[config.mk]
export PLATFORM = sky130hd
export DESIGN_NAME = btn_speed_ctrl
export DESIGN_NICKNAME = d
export VERILOG_FILES = /design/src/rtl/btn_pkg.sv /design/src/rtl/btn_debounce.sv /design/src/rtl/btn_speed_ctrl.sv
export SDC_FILE = /design/constraint.sdc
export NUM_CORES = 1
export LEC_CHECK = 0
export ABC_CLOCK_PERIOD_IN_PS = 2500
export CORE_MARGIN = 2
export CORE_UTILIZATION = 40
export DETAILED_ROUTE_END_ITERATION = 10
export GPL_TIMING_DRIVEN = 0
export SKIP_LAST_GASP = 1
export SYNTH_ARGS = -nofsm -noshare
export SYNTH_HDL_FRONTEND = slang
export SYNTH_SLANG_ARGS = --single-unit
[constraint.sdc]
create_clock -name clk -period 2.5 [get_ports clk]
set_clock_uncertainty 0.15 [all_clocks]
set_input_delay 0.375 -clock clk [delete_from_list [all_inputs] [get_ports clk]]
set_output_delay 0.375 -clock clk [all_outputs]
set_load 0.01 [all_outputs]
[src/rtl/btn_pkg.sv]
// Shared constants, speed-level type and saturating step helper for the
// pushbutton speed/pause controller.
package btn_pkg;

    localparam int SPEED_W            = 2;
    localparam int DEB_CYCLES_DEFAULT = 1_000_000;
    localparam int CNT_W_DEFAULT      = 20;
    localparam int RPT_CYCLES_DEFAULT = 25_000_000;

    typedef logic [SPEED_W-1:0] speed_t;

    localparam speed_t SPEED_LVL_MIN = 2'd0;
    localparam speed_t SPEED_LVL_MAX = 2'd3;

    // Opposing requests in the same cycle cancel; otherwise step and saturate.
    function automatic speed_t speed_step(input speed_t lvl, input logic up, input logic dn);
        speed_t nxt;
        nxt = lvl;
        if (up && !dn) begin
            if (lvl != SPEED_LVL_MAX) begin
                nxt = lvl + 2'd1;
            end else begin
                nxt = lvl;
            end
        end else if (dn && !up) begin
            if (lvl != SPEED_LVL_MIN) begin
                nxt = lvl - 2'd1;
            end else begin
                nxt = lvl;
            end
        end else begin
            nxt = lvl;
        end
        return nxt;
    endfunction

endpackage

[src/rtl/btn_debounce.sv]
// One pushbutton: 2-FF synchroniser, restart-on-bounce debouncer and a
// single-cycle press pulse on each accepted rising level.
module btn_debounce
    import btn_pkg::*;
#(
    parameter int DEB_CYCLES = DEB_CYCLES_DEFAULT,
    parameter int CNT_W      = CNT_W_DEFAULT
) (
    input  logic clk,
    input  logic rs,
    input  logic btn_raw,
    output logic btn_level,
    output logic btn_press
);

    logic             sync1_r;
    logic             sync2_r;
    logic             stable_r;
    logic             stable_d_r;
    logic [CNT_W-1:0] cnt_r;

    // Bring the asynchronous button into the clk domain.
    always_ff @(posedge clk or negedge rs) begin
        if (!rs) begin
            sync1_r <= 1'b0;
            sync2_r <= 1'b0;
        end else begin
            sync1_r <= btn_raw;
            sync2_r <= sync1_r;
        end
    end

    // Accept a new level only after it has differed for DEB_CYCLES straight cycles.
    always_ff @(posedge clk or negedge rs) begin
        if (!rs) begin
            cnt_r      <= {CNT_W{1'b0}};
            stable_r   <= 1'b0;
            stable_d_r <= 1'b0;
        end else begin
            stable_d_r <= stable_r;
            if (sync2_r == stable_r) begin
                cnt_r <= {CNT_W{1'b0}};
            end else if (cnt_r == CNT_W'(DEB_CYCLES - 1)) begin
                stable_r <= sync2_r;
                cnt_r    <= {CNT_W{1'b0}};
            end else begin
                cnt_r <= cnt_r + CNT_W'(1);
            end
        end
    end

    assign btn_level = stable_r;
    assign btn_press = stable_r & ~stable_d_r;

endmodule

[src/rtl/btn_speed_ctrl.sv]
// Speed/pause controller fed by three debounced buttons.
// Optional auto-repeat on held up/down buttons: define BTN_AUTO_REPEAT_EN.
module btn_speed_ctrl
    import btn_pkg::*;
#(
    parameter int DEB_CYCLES = DEB_CYCLES_DEFAULT,
    parameter int CNT_W      = CNT_W_DEFAULT
`ifdef BTN_AUTO_REPEAT_EN
   ,parameter int RPT_CYCLES = RPT_CYCLES_DEFAULT
`endif
) (
    input  logic               clk,
    input  logic               rs,
    input  logic               btn_up,
    input  logic               btn_dn,
    input  logic               btn_pause,
    output logic               speed1,
    output logic               speed2,
    output logic               pause,
    output logic [SPEED_W-1:0] speed_lvl
);

    logic   up_level_s;
    logic   dn_level_s;
    logic   pause_level_unused_s;
    logic   up_press_s;
    logic   dn_press_s;
    logic   pause_press_s;
    logic   up_ev_s;
    logic   dn_ev_s;
    speed_t speed_lvl_r;
    logic   pause_r;

    btn_debounce #(.DEB_CYCLES(DEB_CYCLES), .CNT_W(CNT_W)) u_deb_up (
        .clk(clk), .rs(rs), .btn_raw(btn_up),
        .btn_level(up_level_s), .btn_press(up_press_s)
    );

    btn_debounce #(.DEB_CYCLES(DEB_CYCLES), .CNT_W(CNT_W)) u_deb_dn (
        .clk(clk), .rs(rs), .btn_raw(btn_dn),
        .btn_level(dn_level_s), .btn_press(dn_press_s)
    );

    btn_debounce #(.DEB_CYCLES(DEB_CYCLES), .CNT_W(CNT_W)) u_deb_pause (
        .clk(clk), .rs(rs), .btn_raw(btn_pause),
        .btn_level(pause_level_unused_s), .btn_press(pause_press_s)
    );

`ifdef BTN_AUTO_REPEAT_EN
    localparam int RPT_W = (RPT_CYCLES > 1) ? $clog2(RPT_CYCLES) : 1;

    logic [RPT_W-1:0] up_rpt_cnt_r;
    logic [RPT_W-1:0] dn_rpt_cnt_r;
    logic             up_rpt_s;
    logic             dn_rpt_s;

    assign up_rpt_s = up_level_s && (up_rpt_cnt_r == RPT_W'(RPT_CYCLES - 1));
    assign dn_rpt_s = dn_level_s && (dn_rpt_cnt_r == RPT_W'(RPT_CYCLES - 1));

    // Repeat timers restart on release, on the initial press and on each repeat.
    always_ff @(posedge clk or negedge rs) begin
        if (!rs) begin
            up_rpt_cnt_r <= {RPT_W{1'b0}};
            dn_rpt_cnt_r <= {RPT_W{1'b0}};
        end else begin
            if (!up_level_s || up_press_s || up_rpt_s) begin
                up_rpt_cnt_r <= {RPT_W{1'b0}};
            end else begin
                up_rpt_cnt_r <= up_rpt_cnt_r + RPT_W'(1);
            end
            if (!dn_level_s || dn_press_s || dn_rpt_s) begin
                dn_rpt_cnt_r <= {RPT_W{1'b0}};
            end else begin
                dn_rpt_cnt_r <= dn_rpt_cnt_r + RPT_W'(1);
            end
        end
    end

    // Merge first-press and repeat requests.
    always_comb begin
        up_ev_s = up_press_s | up_rpt_s;
        dn_ev_s = dn_press_s | dn_rpt_s;
    end
`else
    logic [1:0] hold_unused_s;
    assign hold_unused_s = {up_level_s, dn_level_s};

    // One request per accepted press.
    always_comb begin
        up_ev_s = up_press_s;
        dn_ev_s = dn_press_s;
    end
`endif

    // Saturating speed level and pause toggle; both update in the same cycle.
    always_ff @(posedge clk or negedge rs) begin
        if (!rs) begin
            speed_lvl_r <= SPEED_LVL_MIN;
            pause_r     <= 1'b0;
        end else begin
            speed_lvl_r <= speed_step(speed_lvl_r, up_ev_s, dn_ev_s);
            pause_r     <= pause_r ^ pause_press_s;
        end
    end

    assign speed_lvl = speed_lvl_r;
    assign speed1    = speed_lvl_r[0];
    assign speed2    = speed_lvl_r[1];
    assign pause     = pause_r;

endmodule
==> results.toml, run 1 <==
[drt]
remaining_drc_errors = 0
vias = 2605
ant_nets = 0
via_per_inst = 5.29
first_pass_iters = 4
routedWlPerCell_um = 13.3
drt_iter0_markers = 106
totalWireLength_um = 6520

[clock_network]
clock_latency_ps = 340
cts_setup_buffers = 0
clockBufferDepth = 2
clock-root-buffer = "clkbuf_8"
cts_tree = "built"
cts_buffers = 9
hold_buffers = 1
clk_pin_slew_worst_paths_ps = 80
cts_resized = 0
cts_max_level = 3
cts_sinks = 75

[synthesis]
synth_warnings = 0
synthesis.area_um2 = 3540
ys_types = 34
synth_top_family_by_area = "simple AND/OR/NAND/NOR gates"
synth_top_area_share = 0.529
synth_top_cell_by_area = "dfrtp_1"
synth-simple-area-share = 0.251
synthXorXnorAreaFrac = 0.0939
muxShareOfSynthArea = 0.0124
synth_compound_gate_area_share = 0.0731
syn_inst = 358
syn_avg_cell_area_um2 = 9.90
synthAdderAreaFrac = 0.0106
ys_seq_area_frac = 0.529
mappedNetlistNets = 366
synth-seq-cells = 75
synth_area_leaders = "dfrtp_1 (53%), xnor2_1 (6.2%), nor2_1 (4.6%)"

[pwr]
power_uw = 2310
switching_share = 0.216
p_leak_uw = 0.00158
sequentialPowerShare = 0.540
p_int_uw = 1810
ir_drop_mv = 0.368
power.density_nw_per_um2 = 575
clkPwrFrac = 0.426
p_comb_frac = 0.034
power.switching_uw = 498

[sta]
fin_hold_ws_ps = 201
setup_violations = 0
timing.final.crit_share = 0.931
fmax_ghz = 0.430
setup_ws_ps = 173
drv_slew = 0
rsz0062_at_grt = "false"
tightest_slew_ps = 642
hold_viol_final = 0
finalCriticalPeriod_ps = 2330
slew_headroom = 0.568

[critical_path]
cpPeakStageDelay_ps = 510
path_cells = "ha_1 -> nand2_1 -> or4_1 -> clkbuf_1 -> or4_1 -> a21oi_1"
cp-start-kind = "register"
cp_top_family = "simple AND/OR/NAND/NOR gates"
required_ps = 2610
r2r_start = "u_deb_up.cnt_r[0]"
crit_top_cell = "or4_1"
crit_start = "u_deb_up.cnt_r[0]"
crit_type = "register to register"
slowest_stage = "or4_1"
cp.arrival_ps = 2440
crit_fanout = 8
cp-end-kind = "register"
path_buf_inv = 1

[global_route]
grt_pass1_wl_um = 11600
grt_overflow = 0
grt_max_degree = 57
met1_usage = 0.206
first_global_vias = 2471
antenna_found_initial = 0
use_met3 = 0.0279
grt_usage = 0.148
grt_util_met2 = 0.228
grt-busiest-layer = "met2"

[die]
die_w_um = 98.1
core-area_um2 = 8640
start_util = 0.410
row_count = 34
die_y_um = 98.1
die-area_um2 = 9630
num_io_pins = 10

[finish]
layout-drive-gt1-share = 0.0651
area_growth_pct = 13.2
diodes = 0
fin_nets = 388
stdcell_area_um2 = 4010

[placed_design]
io_buffer_count = 9
pre_cts_slack_ps = 176
dpl.hpwl_um = 4440
placed_cell_area_um2 = 3790
gp_congestion = 0.794

[worst_hold_path]
min_from = "u_deb_dn.sync1_r"
min_path_type = "register to register"

[flow_run]
maxCapViolCount = 0

[outcome]
status = "finished, final reports clean"
-- cell usage after synthesis --
cell type / number
buf_4: 2
nand3_1: 25
or4_1: 9
buf_2: 1
nor2b_1: 2
nand2_1: 20
or3_1: 10
and2_1: 3
nor4_1: 13
nor3b_1: 1
and3_1: 5
xnor2_1: 25
nand4b_1: 5
o31ai_1: 5
a31o_2: 1
nand4_4: 1
ha_1: 3
dfrtp_1: 75
nand3_2: 1
nor4b_1: 3
and4_1: 2
clkbuf_1: 10
nand3b_1: 2
o21ai_0: 17
mux2i_1: 1
o41ai_1: 2
a21oi_1: 22
nand4_1: 7
mux2_2: 3
xor2_1: 13
nor2_1: 43
nand2b_1: 2
nor3_1: 11
inv_1: 13
-- flip-flops by register name, indices dropped and copies added (netlist names) --
| name | flops |
|---|---|
| u_deb_up.sync2_r | 1 |
| u_deb_up.sync1_r | 1 |
| u_deb_pause.stable_d_r | 1 |
| u_deb_pause.sync2_r | 1 |
| u_deb_up.btn_level | 1 |
| u_deb_pause.sync1_r | 1 |
| u_deb_pause.cnt_r | 20 |
| u_deb_up.stable_d_r | 1 |
| pause | 1 |
| u_deb_up.cnt_r | 20 |
| u_deb_dn.stable_d_r | 1 |
| u_deb_pause.btn_level | 1 |
| speed_lvl | 2 |
| u_deb_dn.sync2_r | 1 |
| u_deb_dn.btn_level | 1 |
| u_deb_dn.cnt_r | 20 |
| u_deb_dn.sync1_r | 1 |
-- final cells by class --
cell class              count  area, µm²
clock buffers              10        128
well taps                 108        135
fillers                   830       4620
inverters                  13       48.8
multi-input cells         257       1560
plain buffers              13       57.6
repair buffers             11        125
flip-flops and latches     75       1880
clock inverters             5       78.8
-- worst reg2reg max path, stage by stage (launching register included) --
cell and delay (ps):
dfrtp_1 410, ha_1 240, nand2_1 100, or4_1 510, clkbuf_1 190, or4_1 490
a21oi_1 160
-- power by group through the flow --
stage | registers [µW] | logic [µW] | clock network [µW]
after global routing | 1250 | 93.0 | 1070
after global placement | 1270 | 74.8 | 0
after CTS | 1250 | 82.5 | 1020
final | 1250 | 78.5 | 984
after detailed placement | 1270 | 80.7 | 0
after floorplan | 1270 | 34.4 | 0
-- routing by layer --
layer / part of all wire / wire [µm]
met5: 0 / 0
met4: 0.017 / 112
met3: 0.017 / 114
met2: 0.46 / 3020
met1: 0.50 / 3280
-- worst paths after layout --
| kind | end | cells after the start | slack, ps |
|---|---|---|---|
| worst max-delay path | u_deb_up.cnt_r[18] | 6 | 170 |
| max in group asynchronous | u_deb_dn.cnt_r[13] | 3 | 1350 |
| worst min register to register | u_deb_dn.sync2_r | 0 | 200 |
| worst min-delay path | u_deb_dn.sync2_r | 0 | 200 |
| worst max register to register | u_deb_up.cnt_r[18] | 6 | 170 |
| min in group asynchronous | u_deb_dn.cnt_r[1] | 2 | 310 |
-- through the flow --
stage | utilization | cells | setup TNS (ps)
2_1_floorplan | - | 358 | 0
3_3_place_gp | 0.437 | 475 | -131550
5_1_grt | 0.465 | 492 | 0
4_1_cts | 0.465 | 492 | 0
6_report | 0.465 | 492 | 0
3_5_place_dp | 0.439 | 476 | 0
-- cells in the final DEF (no fill, tap or decap), types with 5 or more instances in the layout --
master           count
nand4b_1             5
or3_1               10
xor2_1              13
nor3_1              11
dfrtp_1             75
xnor2_1             25
clkbuf_8             9
nand2_1             20
o21ai_0             17
nor2_1              43
a21oi_1             22
nand4_1              7
and3_1               5
o31ai_1              5
or4_1                9
clkdlybuf4s50_1      8
inv_1               13
clkbuf_1            11
nor4_1              13
nand3_1             25
-- cells by family (layout without fill, tap and decap cells) --
family	count (synthesis)	count (layout)
simple gates	165	165
flops	75	75
compound gates	47	47
xor+xnor	38	38
buf+inv	26	52
mux	4	4
fa+ha+maj	3	3
No activity file was read; power rests on OpenSTA's default activity.
==> inputs of run 2 (changes only) <==
CTS_BUF_LIST = sky130_fd_sc_hd__clkbuf_4   (was not set)
PLACE_DENSITY = 0.62   (was not set)
==> run 2 against run 1 <==
Effect of this change:
- fmax grew 0.89%
- clock power shrank 14%
- flip-flop and latch count is the same
- hold slack gained 2.0 ps
- cell area shrank 1.0%
- sequential power is essentially flat
- combinational power shrank 0.6%
- critical path depth is the same
- utilization shrank 0.46 points
- critical endpoint unchanged
- largest cell class unchanged
==> results.toml, run 2 (synthesized netlist as in run 1, its figures left out) <==
[clock_network]
clock_latency_ps = 410
cts_tree = "built"
cts_sinks = 75
cts_max_level = 3
clk_pin_slew_worst_paths_ps = 130
cts_buffers = 9
cts_setup_buffers = 0
clock-root-buffer = "clkbuf_4"
clockBufferDepth = 2

[critical_path]
path_cells = "ha_1 -> nand2_1 -> or4_1 -> clkbuf_1 -> or4_1 -> a21oi_1"
crit_cells = 6
reg2reg_depth = 6
required_ps = 2690
slowest_stage = "or4_1"
cp-start-kind = "register"
path_buf_inv = 1
cp-end-kind = "register"
crit_fanout = 8
cpPeakStageDelay_ps = 500
cp.arrival_ps = 2500
crit_type = "register to register"
cp_top_family = "simple AND/OR/NAND/NOR gates"
crit_top_cell = "or4_1"

[die]
die_w_um = 98.1
die-area_um2 = 9630
die_y_um = 98.1
row_count = 34
start_util = 0.410
num_io_pins = 10
core-area_um2 = 8640

[pwr]
power.switching_uw = 502
clkPwrFrac = 0.390
p_comb_frac = 0.036
p_int_uw = 1670
sequentialPowerShare = 0.574
p_leak_uw = 0.00156
power.density_nw_per_um2 = 546
ir_drop_mv = 0.298
switching_share = 0.231

[placed_design]
io_buffer_count = 9
pre_cts_slack_ps = 168
placed_cell_area_um2 = 3790
gp_congestion = 0.753
dpl.hpwl_um = 4350

[sta]
slew_headroom = 0.567
drv_slew = 0
timing.final.crit_share = 0.923
setup_ws_ps = 193
fin_hold_ws_ps = 203
hold_viol_final = 0
setup_violations = 0
fmax_ghz = 0.434
finalCriticalPeriod_ps = 2310
rsz0062_at_grt = "false"
tightest_slew_ps = 644

[finish]
reg_top3 = "u_deb_dn.cnt_r x20, u_deb_pause.cnt_r x20, u_deb_up.cnt_r x20"
nFillCells = 816
fin_util = 0.460
final_cell_mix = "dfrtp_1 (75), nor2_1 (43), nand3_1 (25), xnor2_1 (25), a21oi_1 (22)"
layout-drive-gt1-share = 0.0701
diodes = 0
stdcell_area_um2 = 3970
fin_nets = 388
final_common_cell = "dfrtp_1"
area_growth_pct = 12.0

[global_route]
antenna_found_initial = 0
grt_max_degree = 60
first_global_vias = 2425
grt_overflow = 0
grt_usage = 0.144
grt_pass1_wl_um = 11200

[drt]
vias = 2570
remaining_drc_errors = 0
drt_iter0_markers = 135
via_per_inst = 5.21
totalWireLength_um = 6280
first_pass_iters = 4
ant_nets = 0
routedWlPerCell_um = 12.7

[flow_run]
maxCapViolCount = 0

[worst_hold_path]
min_path_type = "input pin to async pin"

[outcome]
status = "finished, final reports clean"
[run 2: changes by cell type in the layout (fill, tap and decap cells not counted)]
| cell | change |
|---|---|
| clkbuf_4 | +9 |
| clkbuf_8 | -9 |
| inv_6 | +2 |
| clkbuf_1 | -1 |
| clkinvlp_4 | +1 |
| clkinv_2 | -1 |
[run 2: power by group through the flow]
stage | registers [µW] | logic [µW] | clock network (µW)
after global routing | 1250 | 90.8 | 949
after global placement | 1270 | 75.3 | 0
final | 1250 | 78.0 | 845
after detailed placement | 1270 | 80.0 | 0
after floorplan | 1270 | 34.4 | 0
after CTS | 1250 | 81.4 | 879
[run 2: metal layers]
metal | routed length, µm | global-route usage | up-vias
met5 | 0 | 0 | -
met4 | 43 | 0.0495 | 0
met3 | 221 | 0.0458 | 2
met2 | 2910 | 0.221 | 35
met1 | 3100 | 0.195 | 1228
li1 | - | - | 1305
[run 2: through the flow]
step | power, µW | setup TNS (ps) | std cells
after global routing | 2290 | 0 | 493
after CTS | 2210 | 0 | 493
final | 2170 | 0 | 493
after detailed placement | 1350 | 0 | 476
after floorplan | 1300 | 0 | 358
after global placement | 1340 | -135240 | 475
[run 2: final timing paths]
path	start	end	slack, ps
hold / removal	rs	u_deb_up.btn_level	200
min in group clk	u_deb_pause.sync1_r	u_deb_pause.sync2_r	210
setup reg to reg	u_deb_up.cnt_r[0]	u_deb_up.cnt_r[18]	190
setup / recovery	u_deb_up.cnt_r[0]	u_deb_up.cnt_r[18]	190
max in group asynchronous	rs	u_deb_dn.stable_d_r	1440
hold reg to reg	u_deb_pause.sync1_r	u_deb_pause.sync2_r	210
[run 2: repair_timing]
| action | in CTS | in global routing |
|---|---|---|
| hold buffers | 1 | 0 |
| hold endpoints to repair | 75 | 0 |
| resized for setup | 0 | 0 |
[run 2: cell type report]
class                           count  area [µm²]  share of cell area
Buffer                             13        57.6              0.0145
Clock buffer                        9        67.6              0.0170
Clock inverter                      7        98.8              0.0249
Inverter                           13        48.8              0.0123
Multi-Input combinational cell    257        1560               0.393
Sequential cell                    75        1880               0.473
Tap cell                          108         135              0.0340
Timing Repair Buffer               11         125              0.0315
[run 2: worst register-to-register path: stages (launching register included)]
cell and delay [ps]:
dfrtp_1 420, ha_1 240, nand2_1 100, or4_1 500, clkbuf_1 190, or4_1 490
a21oi_1 160
